**config.mk**
```make
export PLATFORM = sky130hd
export DESIGN_NAME = bch_enc_serial
export DESIGN_NICKNAME = d
export VERILOG_FILES = /design/src/rtl/bch_enc_serial.sv
export SDC_FILE = /design/constraint.sdc
export NUM_CORES = 1
export LEC_CHECK = 0
export ABC_AREA = 1
export CORE_ASPECT_RATIO = 0.9
export CORE_MARGIN = 2
export CORE_UTILIZATION = 55
export DETAILED_ROUTE_END_ITERATION = 12
export PLACE_DENSITY = 0.77
export SLEW_MARGIN = 20
export SYNTH_ARGS = -nofsm -noshare
export SYNTH_HDL_FRONTEND = slang
export SYNTH_SLANG_ARGS = --single-unit
```
**constraint.sdc**
```tcl
create_clock -name iclk -period 2.09 [get_ports iclk]
set_input_delay 0.209 -clock iclk [delete_from_list [all_inputs] [get_ports iclk]]
set_output_delay 0.209 -clock iclk [all_outputs]
set_load 0.01 [all_outputs]
```
**src/rtl/bch_enc_serial.sv**
```systemverilog
// Serial systematic BCH encoder. Data bits pass through one cycle late, then the
// r parity bits held in the division LFSR are shifted out highest degree first.
module bch_enc_serial #(
  parameter int           m     = 4,
  parameter int           k_max = 5,
  parameter int           n     = 15,
  parameter int           r     = n - k_max,
  parameter logic [r:0]   pGEN  = 11'h537
) (
  input  logic iclk,
  input  logic ireset,
  input  logic iclkena,
  input  logic isop,
  input  logic ival,
  input  logic ieop,
  input  logic idat,
  output logic ordy,
  output logic osop,
  output logic oval,
  output logic oeop,
  output logic odat,
  output logic oerr
);

  localparam int CW = ($clog2(k_max + 1) > m) ? $clog2(k_max + 1) : m;
  localparam int PW = $clog2(r + 1);
  localparam logic [CW-1:0] CNT_SAT = CW'(k_max + 1);
  localparam logic [CW-1:0] CNT_MAX = CW'(k_max);

  typedef enum logic [1:0] {IDLE, DATA, PARITY} state_t;

  state_t        state_q, state_d;
  logic [r-1:0]  lfsr_q, lfsr_d;
  logic [CW-1:0] cnt_q, cnt_d;
  logic [PW-1:0] parCnt_q, parCnt_d;
  logic          osop_q, osop_d;
  logic          oval_q, oval_d;
  logic          oeop_q, oeop_d;
  logic          odat_q, odat_d;
  logic          oerr_q, oerr_d;

  logic          accept;
  logic          fb;
  logic [r-1:0]  lfsrBase;
  logic [r-1:0]  lfsrStep;
  logic [CW-1:0] cntInc;
  logic [CW-1:0] cntNew;

  assign ordy   = (state_q != PARITY);
  assign accept = ival & ordy;

  // A start-of-frame bit divides from a clean remainder, whatever the LFSR held.
  always_comb begin
    lfsrBase = isop ? '0 : lfsr_q;
    fb       = idat ^ lfsrBase[r-1];
    lfsrStep = {lfsrBase[r-2:0], 1'b0} ^ (fb ? pGEN[r-1:0] : '0);
    cntInc   = (cnt_q == CNT_SAT) ? cnt_q : cnt_q + CW'(1);
  end

  always_comb begin
    state_d  = state_q;
    lfsr_d   = lfsr_q;
    cnt_d    = cnt_q;
    parCnt_d = parCnt_q;
    osop_d   = 1'b0;
    oval_d   = 1'b0;
    oeop_d   = 1'b0;
    odat_d   = 1'b0;
    oerr_d   = 1'b0;
    cntNew   = cnt_q;
    case (state_q)
      IDLE, DATA: begin
        if (accept) begin
          if (isop || (state_q == DATA)) begin
            cntNew = isop ? CW'(1) : cntInc;
            cnt_d  = cntNew;
            lfsr_d = lfsrStep;
            oval_d = 1'b1;
            odat_d = idat;
            osop_d = isop;
            oerr_d = isop && (state_q == DATA);
            if (ieop) begin
              state_d  = PARITY;
              parCnt_d = PW'(r - 1);
              if (cntNew > CNT_MAX) oerr_d = 1'b1;
            end else begin
              state_d = DATA;
            end
          end else begin
            oerr_d = 1'b1;
          end
        end
      end
      PARITY: begin
        oval_d = 1'b1;
        odat_d = lfsr_q[r-1];
        lfsr_d = {lfsr_q[r-2:0], 1'b0};
        if (parCnt_q == '0) begin
          oeop_d  = 1'b1;
          state_d = IDLE;
          cnt_d   = '0;
        end else begin
          parCnt_d = parCnt_q - PW'(1);
        end
      end
      default: state_d = IDLE;
    endcase
  end

  always_ff @(posedge iclk) begin
    if (!ireset) begin
      state_q  <= IDLE;
      lfsr_q   <= '0;
      cnt_q    <= '0;
      parCnt_q <= '0;
      osop_q   <= 1'b0;
      oval_q   <= 1'b0;
      oeop_q   <= 1'b0;
      odat_q   <= 1'b0;
      oerr_q   <= 1'b0;
    end else if (iclkena) begin
      state_q  <= state_d;
      lfsr_q   <= lfsr_d;
      cnt_q    <= cnt_d;
      parCnt_q <= parCnt_d;
      osop_q   <= osop_d;
      oval_q   <= oval_d;
      oeop_q   <= oeop_d;
      odat_q   <= odat_d;
      oerr_q   <= oerr_d;
    end
  end

  assign osop = osop_q;
  assign oval = oval_q;
  assign oeop = oeop_q;
  assign odat = odat_q;
  assign oerr = oerr_q;

endmodule
```
==> qor.csv <==
metric;value;unit
status;finished, final reports clean;
ANT cells;0;
top post-synthesis cells by count;nand2_1 (42), dfxtp_1 (25), a21oi_1 (20);
Core Area;0.002242;mm2
final hold violation count;0;
first-pass GRT wire length;4533;um
Relative slew margins;59.34;%
CTS Hold Bufs;0;
die height;50.90;um
fin. max-slew vios;0;
register bit total from synthesis;25;
Avg Cell Area, Syn;7.507;um2
post-CTS sizing;0;
via count of the first global-routing pass;1062;
Lkg Pwr;0.5641;nW
largest net degree at the start of global routing;17;
Routed Antenna Nets;0;
Clk Tree Root Cell;clkbuf_4;
GP Congestion;0.8736;
DRC Markers;0;
wire per inst;11.93;um
CTS H-Tree Depth;1;
syn_nets;189;
CTS buffer count;3;
post-route clock period utilization;93.22;%
sequential cell area fraction in the yosys report;37.24;%
DP HPWL;1948;um
Ys Warns;0;
Area growth, synth to finish;11.64;%
clock tree buffer depth;2;
first-pass iteration count of the detailed router;4;
worst vdd ir;0.4783;mV
Max Cap Violations;0;
clock sink total;25;
final setup fails;0;
vias per cell;5.326;
Synth Cell Area;0.001344;mm2
Worst EP required;1.88;ns
worst skew pair latency;0.31;ns
Final TNS setup;0;ns
crit path capture type;output pin;
chip width;56.11;um
most frequent CP cell;inv_2;
Worst Path Buf+Inv;3;
WL final;2601;um
Power Density;596.4;mW/mm2
Most used DFF post-synth;dfxtp_1;
crit path time final;1.948;ns
I/O pin total;13;
GRT Total Usage;19.78;%
Hold Crit Class;register to register;
Die Area;0.002855;mm2
critical path type;register to output pin;
Fillers;192;
overall power;0.0008947;W
Mapped Cells;179;
asr flop ratio synth;0;%
Initial DRC Count;74;
Congestion Overflow GR;0;
CTS tree;done;
clock slew at reported path FFs;0.14;ns
FMAX;0.5132;GHz
worst slew pin tran;0.6093;ns
Yosys top cell area share;37.24;%
cell breakdown of the critical path;inv_2 -> nor2_4 -> inv_2 -> clkdlybuf4s50_1;
Post-synth EDFFs;0;
share of layout cells above drive strength 1;14.66;%
Crit path max-delay family;buffers and inverters;
initial core utilization;59.93;%
cell with the most instances after synthesis;nand2_1;
worst hold margin;0.4714;ns
Setup Fix Bufs, Post-CTS;0;
clk_skew;0.007142;ns
CP max-delay cell;clkdlybuf4s50_1;
Buffers on Ports;12;
crit path DAT;1.74;ns
row cnt;16;
crit-path max cell delay;0.60;ns
RSZ-0062 raised after global routing;no;
fin nets;202;
worst-path fanout max;8;
largest cells by area after synthesis;dfxtp_1 (37%), nand2_1 (12%), a21oi_1 (7.4%), nand3_1 (4.5%), o21ai_0 (4.5%);
area leader, netlist;dfxtp_1;
via total after detailed routing;1161;
initial antenna violation count;0;
CP startpoint kind;register;
synth unique cells;29;
## per-stage QoR
step,instances,area [um2],utilization (%),setup WS (ns)
finish,218,1500,66.91,0.1416
global route,218,1500,66.91,0.07821
CTS,218,1500,66.91,0.1458
floorplan,179,1344,-,0.7755
global placement,214,1473,65.68,0.4034
detailed placement,214,1473,65.68,0.3464
## worst min-delay path, delay by kind of cell (launching register included)
family           cells  cell delay, ns
flip-flops           1            0.33
AND/OR/NAND/NOR      1            0.06
AO/OA/AOI/OAI        1            0.05
## state kept, by name, indices dropped and copies added (netlist names)
name,cells
cnt_q,4
osop,1
oerr,1
parCnt_q,4
odat,1
oeop,1
lfsr_q,10
state_q,2
oval,1
## cells in the final DEF (no fill, tap or decap)
master           instances
a21oi_1                 20
a21oi_2                  4
a31oi_1                  1
buf_4                    1
clkbuf_4                 3
clkdlybuf4s50_1         12
clkinv_2                 2
dfxtp_1                 25
ha_1                     3
inv_1                   15
inv_2                    4
nand2_1                 42
nand2_2                  1
nand2_4                  2
nand3_1                 12
nand3_2                  4
nand3_4                  2
nand4_1                  3
nor2_1                   7
nor2_2                   1
nor2_4                   2
o21ai_0                 12
o21ai_1                  3
o21ai_2                  2
o22ai_1                  1
xnor2_1                  6
xor2_1                   1
## power by group
group / total [W] / switching (W) / internal, W
Sequential: 0.000516 / 0.0000171 / 0.000499
Combinational: 0.000165 / 0.0000994 / 0.0000653
Clock: 0.000214 / 0.000142 / 0.0000716
Total: 0.000895 / 0.000259 / 0.000636
## cell type report
cell class	instances	area, um2	area share, %
Multi-Input combinational cell	129	734.5	48.96
Sequential cell	25	500.5	33.36
Timing Repair Buffer	13	127.6	8.507
Inverter	20	76.32	5.088
Tap cell	27	33.78	2.252
Clock buffer	3	22.52	1.501
Clock inverter	1	5.005	0.3336
## path summary, 6_finish.rpt
check                               start                endpoint  slack (ns)  cells after the start
hold / removal          odat$_SDFFE_PN0P_       odat$_SDFFE_PN0P_        0.47                      2
hold reg to reg         odat$_SDFFE_PN0P_       odat$_SDFFE_PN0P_        0.47                      2
setup reg to reg  state_q[0]$_SDFFE_PN0P_  lfsr_q[3]$_SDFFE_PN0P_        0.52                      8
setup / recovery  state_q[1]$_SDFFE_PN0P_                    ordy        0.14                      4
## cells by family (layout without fill, tap and decap cells)
group | count (synthesis) | in the layout | share of synthesized area, %
and+or+nand+nor | 76 | 76 | 29.42
AOI/OAI and AO/OA | 43 | 43 | 17.88
DFF | 25 | 25 | 37.24
buffers and inverters | 25 | 37 | 8.098
xor gates and xnor gates | 7 | 7 | 4.562
adders and majority gates | 3 | 3 | 2.794
## layer usage
metal  up-vias  global-route usage [%]  share of wire, %
li1        612                       -                 -
met1       534                   24.32                47
met2        13                   36.47                51
met3         2                   3.797               2.0
met4         0                   3.571              0.58
met5         -                       0                 0
No activity file was read; power rests on OpenSTA's default activity.
